<file path="config.mk">
export PLATFORM = sky130hd
export DESIGN_NAME = l3_req_arbiter_flat
export DESIGN_NICKNAME = d
export VERILOG_FILES = /design/src/rtl/l3_req_arbiter_if.sv /design/src/rtl/l3_req_arbiter.sv /design/src/flat_wrapper.sv
export SDC_FILE = /design/constraint.sdc
export NUM_CORES = 1
export LEC_CHECK = 0
export CORE_ASPECT_RATIO = 2
export CORE_MARGIN = 2
export CORE_UTILIZATION = 43
export DETAILED_ROUTE_END_ITERATION = 16
export HOLD_SLACK_MARGIN = 0.02
export PLACE_DENSITY = 0.92
export SETUP_SLACK_MARGIN = 0.05
export SYNTH_ARGS = -nofsm -noshare
export SYNTH_HDL_FRONTEND = slang
export SYNTH_SLANG_ARGS = --single-unit
</file>
<file path="constraint.sdc">
create_clock -name clk -period 7.2 [get_ports clk]
set_clock_uncertainty 0.05 [all_clocks]
set_input_delay 1.08 -clock clk [delete_from_list [all_inputs] [get_ports clk]]
set_output_delay 1.08 -clock clk [all_outputs]
set_load 0.01 [all_outputs]
</file>
<file path="src/rtl/l3_req_arbiter_if.sv">
// Bundle of requester-side and L3-controller-side signals around l3_req_arbiter.
// slave = arbiter view, master = requesters plus controller (environment) view.
interface l3_req_arbiter_if #(
   parameter int DATA_LENGTH = 32,
   parameter int NUM_REQ     = 2
);
   localparam int IDW = (NUM_REQ > 1) ? $clog2(NUM_REQ) : 1;

   logic [NUM_REQ-1:0]             req_valid;
   logic [NUM_REQ-1:0]             req_we;
   logic [NUM_REQ*32-1:0]          req_addr;
   logic [NUM_REQ*DATA_LENGTH-1:0] req_wdata;
   logic [NUM_REQ-1:0]             req_done;
   logic [NUM_REQ-1:0]             req_err;
   logic [DATA_LENGTH-1:0]         req_rdata;
   logic [IDW-1:0]                 grant_id;
   logic                           busy;

   logic                           l3_load_valid;
   logic                           l3_store_valid;
   logic [31:0]                    l3_addr;
   logic [DATA_LENGTH-1:0]         l3_store_data;
   logic                           l3_done;
   logic [DATA_LENGTH-1:0]         l3_rdata;

   modport slave (
      input  req_valid, req_we, req_addr, req_wdata, l3_done, l3_rdata,
      output req_done, req_err, req_rdata, grant_id, busy,
             l3_load_valid, l3_store_valid, l3_addr, l3_store_data
   );

   modport master (
      output req_valid, req_we, req_addr, req_wdata, l3_done, l3_rdata,
      input  req_done, req_err, req_rdata, grant_id, busy,
             l3_load_valid, l3_store_valid, l3_addr, l3_store_data
   );
endinterface

</file>
<file path="src/rtl/l3_req_arbiter.sv">
// Round-robin arbiter sharing one L3 controller port among NUM_REQ requesters.
// Define L3_ARB_TIMEOUT_EN to add a watchdog that aborts an access after TIMEOUT_CYCLES.

module l3_req_arbiter_lane #(
   parameter int ID  = 0,
   parameter int IDW = 1
) (
   input  logic           resp,
   input  logic           err,
   input  logic [IDW-1:0] grant_id,
   output logic           done,
   output logic           err_pulse
);
   logic sel;
   assign sel       = (grant_id == IDW'(ID));
   assign done      = resp & sel;
   assign err_pulse = resp & err & sel;
endmodule

module l3_req_arbiter #(
   parameter int DATA_LENGTH    = 32,
   parameter int NUM_REQ        = 2,
   parameter int TIMEOUT_CYCLES = 255
) (
   input logic             clk,
   input logic             rst,
   l3_req_arbiter_if.slave bus
);
   localparam int IDW = (NUM_REQ > 1) ? $clog2(NUM_REQ) : 1;

   typedef enum logic [1:0] {
      IDLE  = 2'd0,
      ISSUE = 2'd1,
      RESP  = 2'd2
   } state_t;

   state_t                 state_q, state_d;
   logic [IDW-1:0]         rr_ptr, grant_q, win_id, cand;
   logic                   found;
   logic                   we_q, err_q, to_hit;
   logic [31:0]            addr_q;
   logic [DATA_LENGTH-1:0] wdata_q, rdata_q;
   logic                   load_v, store_v, resp;

   logic [31:0]            addr_arr  [NUM_REQ];
   logic [DATA_LENGTH-1:0] wdata_arr [NUM_REQ];

   genvar gi;
   generate
      for (gi = 0; gi < NUM_REQ; gi++) begin : g_lane
         assign addr_arr[gi]  = bus.req_addr[gi*32 +: 32];
         assign wdata_arr[gi] = bus.req_wdata[gi*DATA_LENGTH +: DATA_LENGTH];
         l3_req_arbiter_lane #(.ID(gi), .IDW(IDW)) u_lane (
            .resp      (resp),
            .err       (err_q),
            .grant_id  (grant_q),
            .done      (bus.req_done[gi]),
            .err_pulse (bus.req_err[gi])
         );
      end
   endgenerate

   // Walk downward so the candidate closest to rr_ptr is the last one written.
   always_comb begin
      found  = 1'b0;
      win_id = '0;
      cand   = '0;
      for (int k = NUM_REQ-1; k >= 0; k--) begin
         cand = IDW'((int'(rr_ptr) + k) % NUM_REQ);
         if (bus.req_valid[cand]) begin
            found  = 1'b1;
            win_id = cand;
         end
      end
   end

`ifdef L3_ARB_TIMEOUT_EN
   localparam int CW = $clog2(TIMEOUT_CYCLES + 1);
   logic [CW-1:0] to_cnt;

   // Counts completed ISSUE cycles; zero in the first ISSUE cycle.
   always_ff @(posedge clk or posedge rst) begin
      if (rst)
         to_cnt <= '0;
      else if (state_q == ISSUE)
         to_cnt <= to_cnt + CW'(1);
      else
         to_cnt <= '0;
   end

   assign to_hit = (state_q == ISSUE) && (to_cnt == CW'(TIMEOUT_CYCLES - 1));
`else
   // Watchdog compiled out; the parameter stays so both builds share one port list.
   assign to_hit = (TIMEOUT_CYCLES < 0);
`endif

   always_ff @(posedge clk or posedge rst) begin
      if (rst)
         state_q <= IDLE;
      else
         state_q <= state_d;
   end

   always_comb begin
      state_d = state_q;
      load_v  = 1'b0;
      store_v = 1'b0;
      resp    = 1'b0;
      case (state_q)
         IDLE: begin
            if (found)
               state_d = ISSUE;
         end
         ISSUE: begin
            load_v  = !we_q;
            store_v = we_q;
            if (bus.l3_done || to_hit)
               state_d = RESP;
         end
         RESP: begin
            resp    = 1'b1;
            state_d = IDLE;
         end
         default: state_d = IDLE;
      endcase
   end

   always_ff @(posedge clk or posedge rst) begin
      if (rst) begin
         rr_ptr  <= '0;
         grant_q <= '0;
         we_q    <= 1'b0;
         addr_q  <= '0;
         wdata_q <= '0;
         rdata_q <= '0;
         err_q   <= 1'b0;
      end else begin
         if (state_q == IDLE && found) begin
            grant_q <= win_id;
            we_q    <= bus.req_we[win_id];
            addr_q  <= addr_arr[win_id];
            wdata_q <= wdata_arr[win_id];
         end
         if (state_q == ISSUE) begin
            if (bus.l3_done) begin
               rdata_q <= we_q ? '0 : bus.l3_rdata;
               err_q   <= 1'b0;
            end else if (to_hit) begin
               rdata_q <= '0;
               err_q   <= 1'b1;
            end
         end
         if (state_q == RESP)
            rr_ptr <= (grant_q == IDW'(NUM_REQ - 1)) ? '0 : grant_q + IDW'(1);
      end
   end

   assign bus.l3_load_valid  = load_v;
   assign bus.l3_store_valid = store_v;
   assign bus.l3_addr        = addr_q;
   assign bus.l3_store_data  = wdata_q;
   assign bus.req_rdata      = resp ? rdata_q : '0;
   assign bus.grant_id       = grant_q;
   assign bus.busy           = (state_q != IDLE);
endmodule

</file>
<file path="src/flat_wrapper.sv">
// flat-port wrapper written by rule: the top's interface ports become plain ports
module l3_req_arbiter_flat 
#(
   parameter int DATA_LENGTH    = 32,
   parameter int NUM_REQ        = 2,
   parameter int TIMEOUT_CYCLES = 255
)
  (clk, rst, bus_req_valid, bus_req_we, bus_req_addr, bus_req_wdata, bus_l3_done, bus_l3_rdata, bus_req_done, bus_req_err, bus_req_rdata, bus_grant_id, bus_busy, bus_l3_load_valid, bus_l3_store_valid, bus_l3_addr, bus_l3_store_data);
  l3_req_arbiter_if #(.DATA_LENGTH(DATA_LENGTH), .NUM_REQ(NUM_REQ)) bus_i ();
  input logic clk;
  input logic rst;
  input wire logic [$bits(bus_i.req_valid)-1:0] bus_req_valid;
  input wire logic [$bits(bus_i.req_we)-1:0] bus_req_we;
  input wire logic [$bits(bus_i.req_addr)-1:0] bus_req_addr;
  input wire logic [$bits(bus_i.req_wdata)-1:0] bus_req_wdata;
  input wire logic [$bits(bus_i.l3_done)-1:0] bus_l3_done;
  input wire logic [$bits(bus_i.l3_rdata)-1:0] bus_l3_rdata;
  output wire logic [$bits(bus_i.req_done)-1:0] bus_req_done;
  output wire logic [$bits(bus_i.req_err)-1:0] bus_req_err;
  output wire logic [$bits(bus_i.req_rdata)-1:0] bus_req_rdata;
  output wire logic [$bits(bus_i.grant_id)-1:0] bus_grant_id;
  output wire logic [$bits(bus_i.busy)-1:0] bus_busy;
  output wire logic [$bits(bus_i.l3_load_valid)-1:0] bus_l3_load_valid;
  output wire logic [$bits(bus_i.l3_store_valid)-1:0] bus_l3_store_valid;
  output wire logic [$bits(bus_i.l3_addr)-1:0] bus_l3_addr;
  output wire logic [$bits(bus_i.l3_store_data)-1:0] bus_l3_store_data;
  assign bus_i.req_valid = bus_req_valid;
  assign bus_i.req_we = bus_req_we;
  assign bus_i.req_addr = bus_req_addr;
  assign bus_i.req_wdata = bus_req_wdata;
  assign bus_i.l3_done = bus_l3_done;
  assign bus_i.l3_rdata = bus_l3_rdata;
  assign bus_req_done = bus_i.req_done;
  assign bus_req_err = bus_i.req_err;
  assign bus_req_rdata = bus_i.req_rdata;
  assign bus_grant_id = bus_i.grant_id;
  assign bus_busy = bus_i.busy;
  assign bus_l3_load_valid = bus_i.l3_load_valid;
  assign bus_l3_store_valid = bus_i.l3_store_valid;
  assign bus_l3_addr = bus_i.l3_addr;
  assign bus_l3_store_data = bus_i.l3_store_data;
  l3_req_arbiter #(.DATA_LENGTH(DATA_LENGTH), .NUM_REQ(NUM_REQ), .TIMEOUT_CYCLES(TIMEOUT_CYCLES)) u_core (.clk(clk), .rst(rst), .bus(bus_i));
endmodule
</file>
Word-level counts from Yosys, hierarchy flattened
Index checks and enable logic that the tools add are counted.

word-level totals
  logic and storage cells = 52
  output and inout port bits = 104
  memories = 0
  input port bits = 167
  bits in latches = 0
  bits in read-only memories = 0
  bits in registers = 101
  memory bits (writable) = 0

operators by class
  div/mod/pow operators = 0
  order comparisons = 4
  $add $sub $neg = 2
  shifts and indexed selects = 0
  bitwise operators = 4
  muxes and demuxes = 25
  reductions and logical operators = 6
  equal/unequal tests = 4
  $mul = 0

operators by type and width
  kind                 count
  $mux 32              8
  $mux 1               14
  $lt 1x2->1 const B   3
  $mux 2               2
  $pmux 2 s2           1
  $reduce_and 2->1     2
  $add 1x1->1 const B  2
  $and 1x1->1          2
  $eq 2x1->1 const B   1
  $eq 2x2->1 const B   1
  $ge 2x2->1 const B   1
  $logic_not 2->1      1
  $ne 2x1->1 const B   1
  $ne 2x2->1 const B   1
  $not 1->2            1
  $reduce_bool 2->1    1
  $logic_and 1x1->1    1
  $logic_not 1->1      1
  $not 1->1            1

Logic depth before layout (Yosys ltp)
  depth after elaboration = 9
  depth in mapped cells = 6

Hierarchy
A second synthesis with hierarchy kept.

unflattened totals
  cells, all modules = 578
  area, all modules = 4926.0 um^2

by module, submodules not included
  module                                          area each (um^2)  instances  cells each
  l3_req_arbiter                                  4898.4            1          574
  l3_req_arbiter_lane at u_core.g_lane[0].u_lane  15.0              1          2
  l3_req_arbiter_lane at u_core.g_lane[1].u_lane  12.5              1          2

Worst setup path after synthesis
Ideal clock, no wire load.

  path kind = register -> output
  from = register u_core.state_q[0]
  to = output port bus_req_rdata[22]
  arrival = 1.070 ns
  cell stages (with the launch flop) = 4
  slack = 5.000 ns
  cells stage by stage = dfrtp_1 -> nor2b_1 -> clkbuf_1 -> and2_1

on the way
  cells in the longest elaborated chain, start to end = 3

ends and longest elaborated chain
  what                    RTL line               text
  from (decl)             l3_req_arbiter.sv:37   state_t state_q, state_d;
  from (signal assigned)  l3_req_arbiter.sv:101  state_q <= state_d;
  $eq 2x2->1              l3_req_arbiter.sv:109  case (state_q)
  $mux 1                  l3_req_arbiter.sv:109
  $mux 32                 l3_req_arbiter.sv:162  assign bus.req_rdata = resp ? rdata_q : '0;
  to (decl)               flat_wrapper.sv:20     output wire logic [$bits(bus_i.req_rdata)-1:0] bus_req_rdata;

Every way passes these cells.

Worst setup path in the final report
  from = input port bus_req_valid[1]
  to = register u_core.addr_q[10], in the netlist u_core.bus.l3_addr[10]

on the way
  cells in the longest elaborated chain, start to end = 8

ends and longest elaborated chain
  what                                         RTL line               text
  from (decl)                                  flat_wrapper.sv:12     input wire logic [$bits(bus_i.req_valid)-1:0] bus_req_valid;
  $mux 1 (not written as such) (2 in series)   l3_req_arbiter.sv:70   if (bus.req_valid[cand]) begin
  $mux 1 (2 in series)                         l3_req_arbiter.sv:70
  $not 1->2 (not written as such)              l3_req_arbiter.sv:141  addr_q <= addr_arr[win_id];
  $mux 32 (not written as such) (3 in series)  l3_req_arbiter.sv:141
  to (signal assigned)                         l3_req_arbiter.sv:141
  to (decl)                                    l3_req_arbiter.sv:41   logic [31:0] addr_q;

Several ways; a longest one is shown, not always the timed one. The select of a mux whose other input is x is not followed.
A chain may end at the register's enable or synchronous reset.

==> results.yml <==
run_status:
  status: "finished clean"
detailed_routing:
  via_per_inst: 5.80
  vias: 5477
  drc: 0
  wirelength_um: 17900
  antenna_left: 0
  drt-wirelength-per-cell_um: 18.9
  drt-initial-drc-count: 428
  drtPass1Iterations: 5
critical_path:
  regToRegEndpoint: "u_core.bus.l3_addr[10]$_DFFE_PP0P_"
  path_cells: "buf_2, buf_4, or2_2, and2_4, a31oi_1"
  timing.critical_path.to: "u_core.bus.l3_addr[10]$_DFFE_PP0P_"
  worstSetupEndpointType: "flip-flop"
  critPathRequiredTime_ns: 7.32
  cp_max_fo: 68
  critical-path-slowest-cell: "or2_2"
  worstRegToRegCells: 4
  start_kind: "primary input"
  slowest_delay_ns: 1.11
  crit_arrival_ns: 3.89
  crit_type: "primary input to flip-flop"
  crit_path_start: "bus_req_valid[1]"
  r2r_slack_ns: 4.74
  r2r_start: "u_core.state_q[0]$_DFFE_PP0P_"
layout:
  seq_area_mm2: 0.00253
  n_fill_cell: 866
  diodes: 0
  multiInputGateArea_mm2: 0.00217
  final_net_count: 964
  stdcell_count: 944
  drive_gt1_share_pct: 5.36
  area_delta_synth_final_pct: 58.1
global_route:
  track_usage_pct: 28.0
  antenna_found_initial: 0
  grt_pass1_vias: 5591
  grt_max_degree: 69
  globalRoute.totalOverflow: 0
  grt_pass1_wl_um: 27500
timing:
  max-slew-margin-rel_pct: 12.8
  setup_viol: 0
  rsz0062_at_grt: "false"
  setup-tns-final_ns: 0
  fin_ws_ns: 3.44
  holdWs_ns: 0.428
  fmax_mhz: 266
  finalMaxSlewViolations: 0
  min_period_over_period_pct: 52.3
  tightest_slew_ns: 1.31
  period_needed_ns: 3.76
  final_hold_viol_count: 0
die:
  fp.dieW_um: 80.5
  num_io_pins: 271
  die_h_um: 157
  initial_core_util_pct: 44.3
  dieArea_mm2: 0.0126
  row_count: 55
  fp.coreArea_mm2: 0.0114
power:
  p_sw_share_pct: 37.3
  p_clk_share_pct: 18.5
  p_int_mw: 1.85
  p_switching_mw: 1.10
  power_frac_comb_pct: 46.7
  ir_drop_v: 0.000206
  p_seq_share_pct: 34.8
  p_per_area_mw_per_mm2: 371
  p_leak_nw: 3.11
job:
  cap_violations: 0
clock_tree:
  path_clk_slew_ns: 0.07
  cts.path.max_buffers: 2
  h-tree-depth: 3
  clk_latency_ns: 0.33
  postCtsSetupBuffers: 0
  root_buffer: "clkbuf_16"
  ctsResizeCount: 0
  cts_tree: "yes"
  cts_buffers: 9
  ctsHoldBuffers: 0
  cts_sinks: 101
placed_design:
  dp_cells: 928
  place.gp.congestion: 0.991
  io_buffers: 268
  pre_cts_ws_ns: 3.11
  dp_hpwl_um: 12600
yosys:
  avgSynthCellArea_um2: 8.69
  ys_seq_area_share_pct: 50.2
  synth_top_cell_area_share_pct: 50.2
  ys_ff_latch: 101
  synth_top_family_by_area: "compound AO/OA/AOI/OAI gates"
  yosysWarnings: 0
  synthXorXnorAreaFrac_pct: 0
  yosysUniqueCellTypes: 23
  yosysTopAreaCell: "dfrtp_1"
  synth-compound-area-share_pct: 25.7
  synth_fa_ha_area_share_pct: 0
  postSynthCellCount: 579
  synth_area_leaders: "dfrtp_1 50%, a31oi_1 6.8%, a21oi_1 6.5%"
  netlist_area_mm2: 0.00503
  muxShareOfSynthArea_pct: 0
  synth_simple_gate_area_share_pct: 16.9
worst_hold_path:
  hold_path_class: "flip-flop to flip-flop"
## placed cells by master, fill, tap and decap left out, types with 2 or more instances in the layout
| cell | netlist | layout |
|---|---|---|
| clkdlybuf4s50_1 | 0 | 267 |
| dfrtp_1 | 101 | 101 |
| o21ai_0 | 65 | 65 |
| nand3_1 | 65 | 65 |
| a21oi_1 | 65 | 65 |
| nand2_1 | 65 | 65 |
| a31oi_1 | 55 | 55 |
| and2_1 | 33 | 33 |
| o21ai_1 | 33 | 33 |
| a31oi_2 | 10 | 10 |
| clkbuf_16 | 0 | 9 |
| buf_4 | 6 | 5 |
| inv_2 | 4 | 4 |
| nor2_1 | 5 | 4 |
| clkbuf_8 | 0 | 3 |
| conb_1 | 1 | 2 |
| bufinv_16 | 0 | 2 |
## power by group through the flow
stage,Sequential (mW),Clock [mW],Combinational (mW)
after global routing,1.06,0.577,1.49
after CTS,1.02,0.555,1.38
after global placement,1.01,0,1.32
final,1.03,0.546,1.38
after detailed placement,1.02,0,1.38
after floorplan,1.07,0,0.648
## worst max-delay path, delay by kind of cell
kind / cells / cell delay (ns)
AO/OA/AOI/OAI: 1 / 0.20
buffers and inverters: 2 / 0.64
AND/OR/NAND/NOR: 2 / 1.91
## cells in the mapped netlist, drive strengths merged
library cell	number
a32o	1
nand2	65
clkbuf	40
a31oi	65
conb	1
and2	34
or2	1
inv	5
dfrtp	101
nor2	5
nand2b	2
nand3	65
buf	27
nand3b	1
nor2b	3
a21oi	65
o21ai	98
## area by class of cell
type                       instances  area share [%]
clock inverter                     4           0.975
timing repair buffer             273            34.1
tap                              142            2.23
multi-input combinational        407            27.3
clock buffer                      12            3.35
sequential                       101            31.8
inverter                           5           0.267
## sequential cells by signal, indices dropped and copies added (netlist names)
| name | flops |
|---|---|
| u_core.bus.l3_addr | 32 |
| u_core.bus.l3_store_data | 32 |
| u_core.rdata_q | 32 |
| u_core.state_q | 2 |
| u_core.bus.grant_id | 1 |
| u_core.rr_ptr | 1 |
| u_core.we_q | 1 |
## metrics by stage
step,area (um^2),power [mW],utilization [%]
final,7960,2.95,70.1
after global routing,7960,3.13,70.1
after CTS,7960,2.96,70.1
after detailed placement,7610,2.40,67.0
after global placement,7610,2.33,67.0
after floorplan,5030,1.72,-
## layer usage
layer | global-route usage [%] | vias up | wire length, um
li1 | - | 2478 | -
met1 | 31.0 | 2575 | 6150
met2 | 49.4 | 338 | 9470
met3 | 5.05 | 86 | 1170
met4 | 15.7 | 0 | 1070
met5 | 0 | - | 0
## how the worst min path moves through the flow
| stage | from | end | slack, ns | cells past startpoint |
|---|---|---|---|---|
| 4_1_cts | u_core.rdata_q[13]$_DFFE_PP0P_ | u_core.rdata_q[13]$_DFFE_PP0P_ | 0.43 | 2 |
| 6_report | u_core.rdata_q[13]$_DFFE_PP0P_ | u_core.rdata_q[13]$_DFFE_PP0P_ | 0.43 | 2 |
| 2_1_floorplan | u_core.rdata_q[0]$_DFFE_PP0P_ | u_core.rdata_q[0]$_DFFE_PP0P_ | 0.40 | 2 |
| 3_5_place_dp | u_core.rdata_q[13]$_DFFE_PP0P_ | u_core.rdata_q[13]$_DFFE_PP0P_ | 0.42 | 2 |
| 5_1_grt | u_core.rdata_q[0]$_DFFE_PP0P_ | u_core.rdata_q[0]$_DFFE_PP0P_ | 0.47 | 2 |
| 3_3_place_gp | u_core.rdata_q[30]$_DFFE_PP0P_ | u_core.rdata_q[30]$_DFFE_PP0P_ | 0.41 | 2 |
## logic make-up after synthesis
| group | after synthesis |
|---|---|
| and+or+nand+nor | 176 |
| buffers and inverters | 72 |
| other | 1 |
| DFF | 101 |
| AOI/OAI and AO/OA | 229 |
(Power assumes the default switching activity.)
